--- config.mk ---
export PLATFORM = sky130hd
export DESIGN_NAME = seven_segment_scan_ctrl_flat
export DESIGN_NICKNAME = d
export VERILOG_FILES = /design/src/rtl/seven_segment_scan_ctrl_if.sv /design/src/rtl/seven_segment_scan_ctrl.sv /design/src/flat_wrapper.sv
export SDC_FILE = /design/constraint.sdc
export NUM_CORES = 1
export LEC_CHECK = 0
export ABC_AREA = 1
export ABC_CLOCK_PERIOD_IN_PS = 2300
export BUFFER_PORTS_ARGS = -buffer_cell sky130_fd_sc_hd__buf_2
export CELL_PAD_IN_SITES_DETAIL_PLACEMENT = 2
export CELL_PAD_IN_SITES_GLOBAL_PLACEMENT = 2
export CORE_MARGIN = 2
export CORE_UTILIZATION = 37
export CTS_BUF_LIST = sky130_fd_sc_hd__clkbuf_8
export CTS_CLUSTER_SIZE = 40
export DETAILED_ROUTE_END_ITERATION = 10
export GPL_TIMING_DRIVEN = 0
export PLACE_DENSITY_LB_ADDON = 0.2
export SLEW_MARGIN = 10
export SYNTH_ARGS = -nofsm -noshare
export SYNTH_HDL_FRONTEND = slang
export SYNTH_SLANG_ARGS = --single-unit
--- constraint.sdc ---
create_clock -name clk -period 2.3 [get_ports clk]
set_clock_uncertainty 0.1 [all_clocks]
set_input_delay 0.46 -clock clk [delete_from_list [all_inputs] [get_ports clk]]
set_output_delay 0.46 -clock clk [all_outputs]
set_load 0.02 [all_outputs]
--- src/rtl/seven_segment_scan_ctrl_if.sv ---
// -----------------------------------------------------------------------------
// seven_segment_scan_ctrl_if
// Bundles the control, update handshake and display-drive signals of the
// seven-segment scan controller.
//   master : the controlling side (drives enable/update/data/dp/blank,
//            observes ack, digit drive and frame strobe)
//   slave  : the scan controller itself
// Signals:
//   enable, update, data_in[4*N], dp_in[N], blank_in[N]     master -> slave
//   update_ack, digit_data[4], digit_idx[$clog2(N)],
//   anode_n[N], dp_n, frame_done                            slave -> master
// -----------------------------------------------------------------------------
interface seven_segment_scan_ctrl_if #(
  parameter int NUM_DIGITS = 4
);
  localparam int IW = $clog2(NUM_DIGITS);

  logic                      enable;
  logic                      update;
  logic [4*NUM_DIGITS-1:0]   data_in;
  logic [NUM_DIGITS-1:0]     dp_in;
  logic [NUM_DIGITS-1:0]     blank_in;
  logic                      update_ack;
  logic [3:0]                digit_data;
  logic [IW-1:0]             digit_idx;
  logic [NUM_DIGITS-1:0]     anode_n;
  logic                      dp_n;
  logic                      frame_done;

  modport master (
    output enable, update, data_in, dp_in, blank_in,
    input  update_ack, digit_data, digit_idx, anode_n, dp_n, frame_done
  );

  modport slave (
    input  enable, update, data_in, dp_in, blank_in,
    output update_ack, digit_data, digit_idx, anode_n, dp_n, frame_done
  );
endinterface

--- src/rtl/seven_segment_scan_ctrl.sv ---
// -----------------------------------------------------------------------------
// seven_segment_scan_ctrl
// Time-multiplexed scan controller for NUM_DIGITS common-anode digits sharing
// one seven-segment decoder. Each digit slot is BLANK_CYCLES with all anodes
// off (decoder settles on the new nibble) followed by ON_CYCLES with that
// digit's anode on. Display contents are double-buffered: updates land in a
// pending buffer and become active only at a frame boundary or while idle.
// Ports:
//   clk    : system clock, rising edge
//   rst_n  : asynchronous active-low reset
//   bus    : seven_segment_scan_ctrl_if.slave (control, handshake, drive)
// All outputs are registered.
// -----------------------------------------------------------------------------
module seven_segment_scan_ctrl #(
  parameter int NUM_DIGITS   = 4,
  parameter int ON_CYCLES    = 100000,
  parameter int BLANK_CYCLES = 1000
) (
  input  logic                          clk,
  input  logic                          rst_n,
  seven_segment_scan_ctrl_if.slave      bus
);

  localparam int IW   = $clog2(NUM_DIGITS);
  localparam int CMAX = (ON_CYCLES > BLANK_CYCLES) ? ON_CYCLES : BLANK_CYCLES;
  localparam int CW   = $clog2(CMAX + 1);

  typedef enum logic [1:0] {
    ST_IDLE  = 2'd0,
    ST_BLANK = 2'd1,
    ST_SHOW  = 2'd2
  } state_t;

  state_t                    state_r, state_s;
  logic [CW-1:0]             cnt_r, cnt_s;
  logic [IW-1:0]             idx_r, idx_s;
  logic                      wrap_s;

  logic [4*NUM_DIGITS-1:0]   act_data_r, act_data_s;
  logic [NUM_DIGITS-1:0]     act_dp_r, act_dp_s;
  logic [NUM_DIGITS-1:0]     act_blank_r, act_blank_s;
  logic [4*NUM_DIGITS-1:0]   pend_data_r, pend_data_s;
  logic [NUM_DIGITS-1:0]     pend_dp_r, pend_dp_s;
  logic [NUM_DIGITS-1:0]     pend_blank_r, pend_blank_s;
  logic                      pend_valid_r, pend_valid_s;
  logic                      apply_s;

  logic                      update_ack_r, update_ack_s;
  logic                      frame_done_r;
  logic [3:0]                digit_data_r, digit_data_s;
  logic [NUM_DIGITS-1:0]     anode_n_r, anode_n_s;
  logic                      dp_n_r, dp_n_s;
  logic                      show_s;
  logic                      dp_on_s;

  // Scan sequencing: next state, slot counter and digit index.
  always_comb begin
    state_s = state_r;
    cnt_s   = cnt_r;
    idx_s   = idx_r;
    wrap_s  = 1'b0;
    if (!bus.enable) begin
      state_s = ST_IDLE;
      cnt_s   = '0;
      idx_s   = '0;
    end else begin
      case (state_r)
        ST_IDLE: begin
          state_s = ST_BLANK;
          cnt_s   = '0;
          idx_s   = '0;
        end
        ST_BLANK: begin
          if (cnt_r == CW'(BLANK_CYCLES - 1)) begin
            state_s = ST_SHOW;
            cnt_s   = '0;
          end else begin
            cnt_s   = cnt_r + CW'(1);
          end
        end
        ST_SHOW: begin
          if (cnt_r == CW'(ON_CYCLES - 1)) begin
            state_s = ST_BLANK;
            cnt_s   = '0;
            if (idx_r == IW'(NUM_DIGITS - 1)) begin
              idx_s  = '0;
              wrap_s = 1'b1;
            end else begin
              idx_s  = idx_r + IW'(1);
            end
          end else begin
            cnt_s   = cnt_r + CW'(1);
          end
        end
        default: begin
          state_s = ST_IDLE;
          cnt_s   = '0;
          idx_s   = '0;
        end
      endcase
    end
  end

  // Double buffer: updates are staged in pending and promoted to active only
  // at a frame wrap or while idle. An update coinciding with the promotion
  // point bypasses pending so a stale pending value is never shown.
  always_comb begin
    act_data_s   = act_data_r;
    act_dp_s     = act_dp_r;
    act_blank_s  = act_blank_r;
    pend_data_s  = pend_data_r;
    pend_dp_s    = pend_dp_r;
    pend_blank_s = pend_blank_r;
    pend_valid_s = pend_valid_r;
    update_ack_s = 1'b0;
    apply_s      = wrap_s || (state_r == ST_IDLE);
    if (apply_s) begin
      if (bus.update) begin
        act_data_s   = bus.data_in;
        act_dp_s     = bus.dp_in;
        act_blank_s  = bus.blank_in;
        pend_valid_s = 1'b0;
        update_ack_s = 1'b1;
      end else if (pend_valid_r) begin
        act_data_s   = pend_data_r;
        act_dp_s     = pend_dp_r;
        act_blank_s  = pend_blank_r;
        pend_valid_s = 1'b0;
        update_ack_s = 1'b1;
      end else begin
        update_ack_s = 1'b0;
      end
    end else if (bus.update) begin
      pend_data_s  = bus.data_in;
      pend_dp_s    = bus.dp_in;
      pend_blank_s = bus.blank_in;
      pend_valid_s = 1'b1;
    end else begin
      pend_valid_s = pend_valid_r;
    end
  end

  // Digit drive decoded from the next state so the registered outputs line up
  // with the state register; selection is an AND-OR over the digit slots.
  always_comb begin
    show_s       = (state_s == ST_SHOW);
    digit_data_s = 4'h0;
    dp_on_s      = 1'b0;
    anode_n_s    = '1;
    for (int k = 0; k < NUM_DIGITS; k++) begin
      digit_data_s = digit_data_s |
                     ((idx_s == IW'(k)) ? act_data_s[4*k +: 4] : 4'h0);
      anode_n_s[k] = ~(show_s && (idx_s == IW'(k)) && !act_blank_s[k]);
      dp_on_s      = dp_on_s |
                     (show_s && (idx_s == IW'(k)) && !act_blank_s[k] && act_dp_s[k]);
    end
    dp_n_s = ~dp_on_s;
  end

  // State, buffers and registered outputs.
  always_ff @(posedge clk or negedge rst_n) begin
    if (!rst_n) begin
      state_r      <= ST_IDLE;
      cnt_r        <= '0;
      idx_r        <= '0;
      act_data_r   <= '0;
      act_dp_r     <= '0;
      act_blank_r  <= '0;
      pend_data_r  <= '0;
      pend_dp_r    <= '0;
      pend_blank_r <= '0;
      pend_valid_r <= 1'b0;
      update_ack_r <= 1'b0;
      frame_done_r <= 1'b0;
      digit_data_r <= 4'h0;
      anode_n_r    <= '1;
      dp_n_r       <= 1'b1;
    end else begin
      state_r      <= state_s;
      cnt_r        <= cnt_s;
      idx_r        <= idx_s;
      act_data_r   <= act_data_s;
      act_dp_r     <= act_dp_s;
      act_blank_r  <= act_blank_s;
      pend_data_r  <= pend_data_s;
      pend_dp_r    <= pend_dp_s;
      pend_blank_r <= pend_blank_s;
      pend_valid_r <= pend_valid_s;
      update_ack_r <= update_ack_s;
      frame_done_r <= wrap_s;
      digit_data_r <= digit_data_s;
      anode_n_r    <= anode_n_s;
      dp_n_r       <= dp_n_s;
    end
  end

  assign bus.update_ack = update_ack_r;
  assign bus.frame_done = frame_done_r;
  assign bus.digit_data = digit_data_r;
  assign bus.digit_idx  = idx_r;
  assign bus.anode_n    = anode_n_r;
  assign bus.dp_n       = dp_n_r;

endmodule

--- src/flat_wrapper.sv ---
// flat-port wrapper written by rule: the top's interface ports become plain ports
module seven_segment_scan_ctrl_flat 
#(
  parameter int NUM_DIGITS   = 4,
  parameter int ON_CYCLES    = 100000,
  parameter int BLANK_CYCLES = 1000
)
  (clk, rst_n, bus_enable, bus_update, bus_data_in, bus_dp_in, bus_blank_in, bus_update_ack, bus_digit_data, bus_digit_idx, bus_anode_n, bus_dp_n, bus_frame_done);
  seven_segment_scan_ctrl_if #(.NUM_DIGITS(NUM_DIGITS)) bus_i ();
  input  logic clk;
  input  logic rst_n;
  input wire logic [$bits(bus_i.enable)-1:0] bus_enable;
  input wire logic [$bits(bus_i.update)-1:0] bus_update;
  input wire logic [$bits(bus_i.data_in)-1:0] bus_data_in;
  input wire logic [$bits(bus_i.dp_in)-1:0] bus_dp_in;
  input wire logic [$bits(bus_i.blank_in)-1:0] bus_blank_in;
  output wire logic [$bits(bus_i.update_ack)-1:0] bus_update_ack;
  output wire logic [$bits(bus_i.digit_data)-1:0] bus_digit_data;
  output wire logic [$bits(bus_i.digit_idx)-1:0] bus_digit_idx;
  output wire logic [$bits(bus_i.anode_n)-1:0] bus_anode_n;
  output wire logic [$bits(bus_i.dp_n)-1:0] bus_dp_n;
  output wire logic [$bits(bus_i.frame_done)-1:0] bus_frame_done;
  assign bus_i.enable = bus_enable;
  assign bus_i.update = bus_update;
  assign bus_i.data_in = bus_data_in;
  assign bus_i.dp_in = bus_dp_in;
  assign bus_i.blank_in = bus_blank_in;
  assign bus_update_ack = bus_i.update_ack;
  assign bus_digit_data = bus_i.digit_data;
  assign bus_digit_idx = bus_i.digit_idx;
  assign bus_anode_n = bus_i.anode_n;
  assign bus_dp_n = bus_i.dp_n;
  assign bus_frame_done = bus_i.frame_done;
  seven_segment_scan_ctrl #(.NUM_DIGITS(NUM_DIGITS), .ON_CYCLES(ON_CYCLES), .BLANK_CYCLES(BLANK_CYCLES)) u_core (.clk(clk), .rst_n(rst_n), .bus(bus_i));
endmodule
==> impl_metrics.ini, run 1 <==
[detailed_routing]
met3_length_um = 270
wl_met2_mm = 6.01
drc = 0
highest_layer = met4
first_pass_iters = 4
num_vias = 3441
via_per_inst = 5.00
ant_nets = 0
wl_met1_mm = 5.88
routed_wl_mm = 12.3
wl_per_cell_um = 17.9
drt_iter0_drc = 135

[worst_setup_path]
worstPathRequired_ns = 2.46
r2r_setup_slack_ns = 0.09
rr_worst_depth = 13
crit_path_start = u_core.cnt_r[0]
crit_type = reg2reg
critPathLaunchType = register
cp.arrival_ns = 2.36
r2r_start = u_core.cnt_r[0]
endpoint_kind = register
critPathMaxFanout = 7

[timing]
finalSetupViolations = 0
holdWs_ns = 0.210
max_slew_margin_pct = 64.0
setup_slack_ns = 0.0935
slew_viol_final = 0
hold_viol = 0
min_period_over_period_pct = 95.9
fin_crit_ns = 2.21
tightest_slew_ns = 0.540
max_freq_mhz = 453

[power_and_ir_drop]
finalPower_w = 0.00333
leakagePower_nw = 2.42
p_per_area_nw_per_um2 = 665
ir_drop_mv = 0.326

[job]
maxCapViolations = 0

[finish]
nNetsFinal = 577
multi_input_area_um2 = 1860
area_growth_pct = 20.8
drive_above_1_share_pct = 28.5
diodes = 0
fillers = 1215
regArea_um2 = 2040

[cts]
path_clk_slew_ns = 0.10
cts_sinks = 81
cts_buffer_depth = 2
insertion_delay_ns = 0.38
cts_buffers = 9
h-tree-depth = 3
cts_root_buf = clkbuf_8
cts_tree = built

[synthesis]
yosysTopAreaCell = dfrtp_1
async_reset_ff_share_pct = 100
synthFlopType = dfrtp_1
yosys_warnings = 0
syn-num-nets = 513
avgSynthCellArea_um2 = 8.65
synth_cell_types = 44
netlist_area_um2 = 4150
synth.most_common_cell = nand2_1
synth_top_cells_by_area = dfrtp_1 (46%), nand2_1 (11%), inv_1 (5.0%), mux2_2 (4.6%), o21ai_0 (3.9%)
synth_top_cell_area_share_pct = 45.9
ys_seq_elements = 81
netlist_instances = 479
synth-edff-count = 0
yosysSeqAreaShare_pct = 49.0
synth_common_cells = nand2_1 (126), dfrtp_1 (76), inv_1 (55)

[global_routing]
grt_pass1_vias = 3793
grt_use_total_pct = 21.4
antenna_found_initial = 0
grt_max_degree = 46
grt_first_pass_wirelength_mm = 19.3
grt_overflow = 0

[outcome]
outcome = complete, no violations

[die]
die_w_um = 110
num_rows = 38
boundaryPins = 41
core_um2 = 10900
die_area_um2 = 12100
initial_core_util_pct = 38.1
die_y_um = 110

[hold_path]
hold_path_class = in2reg
hold_start = bus_data_in[8]
min_path_cells = 2

[place]
portBuffers = 39
hpwlAfterDp_mm = 8.80
routabilityCongestion = 0.784
place_ws_ns = -0.103
==> cell families after synthesis <==
family | count (synthesis) | share of synthesized area (%)
AND/OR/NAND/NOR | 225 | 24.6
flip-flops | 81 | 49.0
multiplexers | 20 | 5.43
buffers and inverters | 75 | 8.06
XOR/XNOR | 5 | 1.06
AO/OA/AOI/OAI | 67 | 9.99
adder cells (fa/ha/maj) | 6 | 1.81
==> area by class of cell <==
| cell class | instances | area share, % |
|---|---|---|
| sequential | 81 | 40.7 |
| timing repair buffer | 53 | 7.80 |
| clock inverter | 7 | 1.30 |
| clock buffer | 9 | 2.47 |
| inverter | 60 | 4.55 |
| multi-input combinational | 323 | 37.1 |
| tap | 140 | 3.50 |
| buffer | 15 | 2.67 |
==> power breakdown <==
group | internal, W | switching [W]
sequential | 0.00159 | 0.0000693
clock | 0.000495 | 0.000576
combinational | 0.000245 | 0.000352
==> critical path: stages, from the launching register on <==
cell and delay [ns]:
dfrtp_1 0.39, ha_2 0.20, nand2_2 0.07, inv_4 0.08, nand2_4 0.06, nor2_4 0.11, nand4_1 0.12, nand2_2 0.20
buf_8 0.18, clkbuf_16 0.16, o21ai_2 0.07, nand2_1 0.07, nand2_1 0.08, nand3b_1 0.18
==> worst paths after layout <==
| path | to |
|---|---|
| max | u_core.bus.digit_data[0] |
| min | u_core.pend_data_r[8] |
| max reg2reg | u_core.bus.digit_data[0] |
| min reg2reg | u_core.act_data_r[7] |
| max in group asynchronous | u_core.bus.dp_n |
| min in group asynchronous | u_core.cnt_r[7] |
==> routing by layer <==
| layer | global-route usage (%) | vias to the layer above |
|---|---|---|
| met5 | 0 | - |
| met4 | 7.41 | 0 |
| met3 | 3.20 | 13 |
| met2 | 34.0 | 36 |
| met1 | 29.5 | 1726 |
| li1 | - | 1666 |
==> registers in the layout, summed over array words and instances, names as in the netlist <==
register,count
u_core.state_r,2
u_core.cnt_r,17
u_core.act_data_r,16
u_core.pend_blank_r,4
u_core.act_dp_r,4
u_core.bus.digit_idx,2
u_core.bus.frame_done,1
u_core.bus.digit_data,4
u_core.bus.anode_n,4
u_core.bus.dp_n,1
u_core.act_blank_r,4
u_core.bus.update_ack,1
u_core.pend_dp_r,4
u_core.pend_valid_r,1
u_core.pend_data_r,16
==> placed cells by master, fill, tap and decap left out, drive strengths merged, types with 3 or more instances in the layout <==
| cell | n |
|---|---|
| a21oi | 13 |
| buf | 58 |
| clkbuf | 18 |
| clkinv | 4 |
| dfrtp | 76 |
| dfstp | 5 |
| ha | 6 |
| inv | 62 |
| mux2 | 20 |
| nand2 | 138 |
| nand3 | 25 |
| nand3b | 3 |
| nand4 | 5 |
| nor2 | 39 |
| nor3 | 11 |
| nor4 | 3 |
| o21ai | 45 |
| xor2 | 4 |
==> what timing repair did <==
action	4_1_cts	5_1_grt
hold endpoints to repair	34	0
endpoints found under the setup margin	16	28
pin swaps	0	9
resized for setup	4	30
hold buffers	1	0
buffers inserted	0	9
gates cloned	0	3
==> per-stage QoR <==
| stage | utilization, % | instance area, um2 | std cells | TNS, ns |
|---|---|---|---|---|
| after floorplan | - | 4150 | 479 | 0 |
| after global placement | 41.5 | 4520 | 658 | -4.57 |
| after detailed placement | 41.7 | 4550 | 659 | -1.13 |
| after CTS | 43.8 | 4760 | 676 | 0 |
| after global routing | 46.0 | 5010 | 688 | -0.280 |
| final | 46.0 | 5010 | 688 | 0 |
Power figures use the tool's default switching activity.
==> run 2: changes to the inputs <==
- ABC_CLOCK_PERIOD_IN_PS: 2300 -> 2800
- CORE_UTILIZATION: 37 -> 40
- clock period: 2.3 -> 2.8 ns (I/O delays scaled with it)
==> run 2 against run 1 <==
Fmax decreased by 11%. Global-route usage increased by 2.1 points. Total power decreased by 17%. Critical path type unchanged. Count of clock-buffer cells in the layout unchanged. Largest cell class unchanged. Sequential power decreased by 17%. Critical endpoint is now u_core.bus.dp_n. Sequential share of layout area increased by 2.2 points. Die area decreased by 7.2%. Final cell count decreased by 2.5%.
==> impl_metrics.ini, run 2 (synthesis gave the netlist of run 1 again) <==
[cts]
cts-resized-gates = 0
cts_tree = built
path_clk_slew_ns = 0.08
insertion_delay_ns = 0.37
cts_sinks = 81
h-tree-depth = 3
cts_buffers = 9
cts_root_buf = clkbuf_8
holdBufCountCts = 0
postCtsSetupBuffers = 0
cts_buffer_depth = 2

[detailed_routing]
ant_nets = 0
first_pass_iters = 4
wl_per_cell_um = 18.1
highest_layer = met4
via_per_inst = 5.13
met3_length_um = 285
num_vias = 3440
routed_wl_mm = 12.1
drc = 0
wl_met2_mm = 6.09
drt_iter0_drc = 107
wl_met1_mm = 5.62

[timing]
min_period_over_period_pct = 88.2
tns_ns = 0
max_slew_margin_pct = 59.4
rsz0062_at_grt = false
finalSetupViolations = 0
tightest_slew_ns = 0.608
fin_crit_ns = 2.47
hold_viol = 0
max_freq_mhz = 405
slew_viol_final = 0

[place]
routabilityCongestion = 0.815
hpwlAfterDp_mm = 9.06
dpl.cell_count = 655
portBuffers = 39

[worst_setup_path]
slowest_stage = dfrtp_1
critPathLaunchType = register
crit_type = reg2reg
worst-path-stages = 13
crit_family = simple AND/OR/NAND/NOR gates
path_cells = inv_1 -> ha_1 -> nand2_1 -> nor2_1 -> nand4_1 -> nand2_2 -> buf_6 -> buf_8 -> nand2_1 -> o21ai_2 -> nand4_1 -> nand2_1 -> nor2_1
max_stage_delay_ns = 0.42
crit_top_cell = nand2_1
endpoint_kind = register
worstPathRequired_ns = 2.99
rr_worst_depth = 13
path_buf_inv = 3
critPathMaxFanout = 10
cp.arrival_ns = 2.66

[die]
num_rows = 37
initial_core_util_pct = 40.7
boundaryPins = 41
die_area_um2 = 11200
die_w_um = 106
die_y_um = 106
core_um2 = 10200

[power_and_ir_drop]
finalPower_w = 0.00276
ir_drop_mv = 0.274
leakagePower_nw = 2.30
p_per_area_nw_per_um2 = 581

[finish]
largest_reg_flops = 17
final_cells = 671
diodes = 0
layout.cells.most_common_list = nand2_1 (126), dfrtp_1 (76), inv_1 (57), buf_2 (40), o21ai_0 (32)
final_common_cell = nand2_1
regMostFlops = u_core.cnt_r
area_growth_pct = 14.5
drive_above_1_share_pct = 24.3
largestRegisters = u_core.cnt_r (17), u_core.act_data_r (16), u_core.pend_data_r (16)
nNetsFinal = 564

[global_routing]
grt_max_degree = 44
antenna_found_initial = 0
grt_first_pass_wirelength_mm = 20.1
grt_use_total_pct = 23.4
grt_overflow = 0
grt_pass1_vias = 3824

[job]
maxCapViolations = 0

[outcome]
outcome = complete, no violations

[hold_path]
hold_path_class = in2async
[run 2: changes by cell type in the layout (fill, tap and decap cells not counted), moves of 3 or more]
cell,previous run,this run
nor2_4,5,2
clkbuf_16,3,0
o21ai_1,5,2
buf_4,9,3
o21ai_0,28,32
nand2_2,14,11
nand2_1,122,126
[run 2: stage by stage]
stage / hold slack, ns / area, um2 / setup WS, ns / utilization [%]
2_1_floorplan: 0.164 / 4150 / 0.791 / -
3_3_place_gp: 0.349 / 4510 / 0.330 / 44.3
3_5_place_dp: 0.366 / 4530 / 0.396 / 44.5
4_1_cts: 0.117 / 4740 / 0.315 / 46.6
5_1_grt: 0.111 / 4740 / 0.180 / 46.6
6_report: 0.0870 / 4740 / 0.331 / 46.6
[run 2: per-layer routing]
| layer | GRT usage (%) | vias up |
|---|---|---|
| met2 | 40.5 | 41 |
| met4 | 5.92 | 0 |
| met1 | 30.6 | 1762 |
| met3 | 4.02 | 8 |
| li1 | - | 1629 |
| met5 | 0 | - |
[run 2: cell type report]
cell class	count	area (um2)
inverter	60	225
multi-input combinational	323	1780
tap	136	170
fill	1173	5440
timing repair buffer	40	218
buffer	15	109
clock buffer	9	124
sequential	81	2030
clock inverter	7	87.6
[run 2: final timing paths]
check                                           start                     to  slack, ns
worst max-delay path                u_core.state_r[0]        u_core.bus.dp_n       0.33
worst max register to register      u_core.state_r[0]        u_core.bus.dp_n       0.33
min in group clk                       bus_data_in[7]  u_core.pend_data_r[7]       0.33
worst min-delay path                            rst_n      u_core.state_r[0]       0.09
max in group asynchronous                       rst_n  u_core.bus.anode_n[1]       1.82
worst min register to register  u_core.act_data_r[15]  u_core.act_data_r[15]       0.38
[run 2: where the power goes]
group / internal [W] / switching, W / total [W] / leakage, nW
logic: 0.000167 / 0.000273 / 0.000441 / 1.19
registers: 0.00131 / 0.0000597 / 0.00137 / 1.00
clock network: 0.000494 / 0.000453 / 0.000948 / 0.108
==> run 3: changes to the inputs <==
- ABC_CLOCK_PERIOD_IN_PS: 2800 -> 2400
- CORE_UTILIZATION: 40 -> 37
- clock period: 2.8 -> 2.4 ns (I/O delays scaled with it)
==> run 3 against run 2 <==
Fmax is 9.1% higher. Setup slack worse by 0.19 ns. Die area is 7.8% higher. Sequential power is 16% higher.
==> impl_metrics.ini, run 3 (synthesis gave the netlist of run 1 again) <==
[outcome]
outcome = complete, no violations

[power_and_ir_drop]
p_per_area_nw_per_um2 = 653
clockPowerShare_pct = 32.5
p_seq_share_pct = 50.9
p_switching_w = 0.000925
p_int_w = 0.00220
combPwrFrac_pct = 16.6
leakagePower_nw = 2.31
swShare_pct = 29.6
ir_drop_mv = 0.302

[worst_setup_path]
crit_type = reg2reg
critPathMaxFanout = 7
worstPathRequired_ns = 2.54
critPathLaunchType = register
cp.arrival_ns = 2.40
endpoint_kind = register

[timing]
max_slew_margin_pct = 62.2
slew_viol_final = 0
finalSetupViolations = 0
setup_slack_ns = 0.137
rsz0062_at_grt = true
hold_viol = 0
max_freq_mhz = 442
min_period_over_period_pct = 94.3
tightest_slew_ns = 0.567
fin_crit_ns = 2.26

[cts]
cts_buffers = 9
cts_buffer_depth = 2
cts_sinks = 81
h-tree-depth = 3
path_clk_slew_ns = 0.08
cts_root_buf = clkbuf_8
cts_tree = built
insertion_delay_ns = 0.38

[detailed_routing]
ant_nets = 0
via_per_inst = 5.05
drc = 0
num_vias = 3421
drt_iter0_drc = 121
wl_per_cell_um = 17.4
first_pass_iters = 4
routed_wl_mm = 11.8

[global_routing]
grt_max_degree = 46
grt_use_total_pct = 21.3
antenna_found_initial = 0
grt_overflow = 0
grt_first_pass_wirelength_mm = 19.3
grt_pass1_vias = 3783

[finish]
area_growth_pct = 15.4
final_cells = 677
largest_reg_flops = 17
diodes = 0
final_cell_area_um2 = 4780
final_common_cell = nand2_1
largestRegisters = u_core.cnt_r (17), u_core.act_data_r (16), u_core.pend_data_r (16)
drive_above_1_share_pct = 25.0
regMostFlops = u_core.cnt_r
fillers = 1244
layout.cells.most_common_list = nand2_1 (125), dfrtp_1 (76), inv_1 (57), buf_2 (40), o21ai_0 (32)
nNetsFinal = 566

[die]
num_rows = 38
die_area_um2 = 12100
boundaryPins = 41
die_y_um = 110
initial_core_util_pct = 38.1
core_um2 = 10900
die_w_um = 110

[place]
portBuffers = 39
dpl-instance-area_um2 = 4550
routabilityCongestion = 0.784
dpl.cell_count = 659
place_ws_ns = -0.00279
hpwlAfterDp_mm = 8.80

[job]
maxCapViolations = 0

[hold_path]
hold_path_class = in2reg
run 3: cell count changes in the layout (fill, tap and decap cells not counted), sizes merged:
cell / previous run / this run
clkinv: 1 / 4
clkinvlp: 2 / 0
buf: 49 / 50
bufinv: 2 / 1
dlygate4sd3: 0 / 1
run 3: power groups by stage:
stage / Sequential, W / Clock, W / Combinational, W
2_1_floorplan: 0.00161 / 0 / 0.000325
4_1_cts: 0.00159 / 0.00104 / 0.000526
5_1_grt: 0.00161 / 0.00110 / 0.000590
3_5_place_dp: 0.00162 / 0 / 0.000520
6_report: 0.00159 / 0.00101 / 0.000520
3_3_place_gp: 0.00161 / 0 / 0.000483
run 3: what timing repair did:
| action | 4_1_cts | 5_1_grt |
|---|---|---|
| hold endpoints to repair | 34 | 0 |
| hold buffers | 1 | 0 |
| setup endpoints to repair | 12 | 21 |
| gates resized for setup | 1 | 6 |
| pin swaps | 0 | 1 |
| setup buffers | 0 | 1 |
run 3: per-stage QoR:
| step | total power (W) | hold WS [ns] | setup TNS (ns) | utilization [%] |
|---|---|---|---|---|
| after floorplan | 0.00194 | 0.0844 | 0 | - |
| after global routing | 0.00330 | 0.225 | -0.0476 | 43.9 |
| final | 0.00312 | 0.231 | 0 | 43.9 |
| after CTS | 0.00316 | 0.216 | 0 | 43.6 |
| after global placement | 0.00209 | 0.348 | 0 | 41.5 |
| after detailed placement | 0.00214 | 0.367 | -0.00279 | 41.7 |
run 3: final timing paths:
kind | cells past startpoint | start | end | slack (ns)
setup / recovery | 11 | u_core.state_r[0] | u_core.bus.digit_data[2] | 0.14
hold / removal | 2 | bus_data_in[7] | u_core.pend_data_r[7] | 0.23
setup reg to reg | 11 | u_core.state_r[0] | u_core.bus.digit_data[2] | 0.14
hold reg to reg | 2 | u_core.act_data_r[11] | u_core.act_data_r[11] | 0.39
max in group asynchronous | 3 | rst_n | u_core.bus.dp_n | 1.03
min in group asynchronous | 2 | rst_n | u_core.cnt_r[7] | 0.51
run 3: area by class of cell:
type                            instances  area (um2)  share of cell area [%]
Buffer                                 15         113                    2.35
Clock buffer                            9         124                    2.59
Clock inverter                          7        65.1                    1.36
Inverter                               60         225                    4.71
Multi-Input combinational cell        323        1810                    37.8
Sequential cell                        81        2030                    42.5
Tap cell                              140         175                    3.66
Timing Repair Buffer                   42         243                    5.07
run 3: critical path, stage by stage (launching register included):
cell and delay (ns):
dfrtp_1 0.43, inv_1 0.16, ha_4 0.20, nand2_1 0.08, nor2_1 0.10, nand4_1 0.13
nand2_2 0.14, inv_2 0.07, a21oi_2 0.29, o21ai_0 0.21, nand2_1 0.10, nand3b_1 0.10
run 3: per-layer routing:
layer | GRT usage (%) | part of all wire, %
met5 | 0 | 0
met4 | 7.41 | 1.5
met3 | 3.20 | 2.2
met2 | 34.0 | 48
met1 | 29.5 | 48
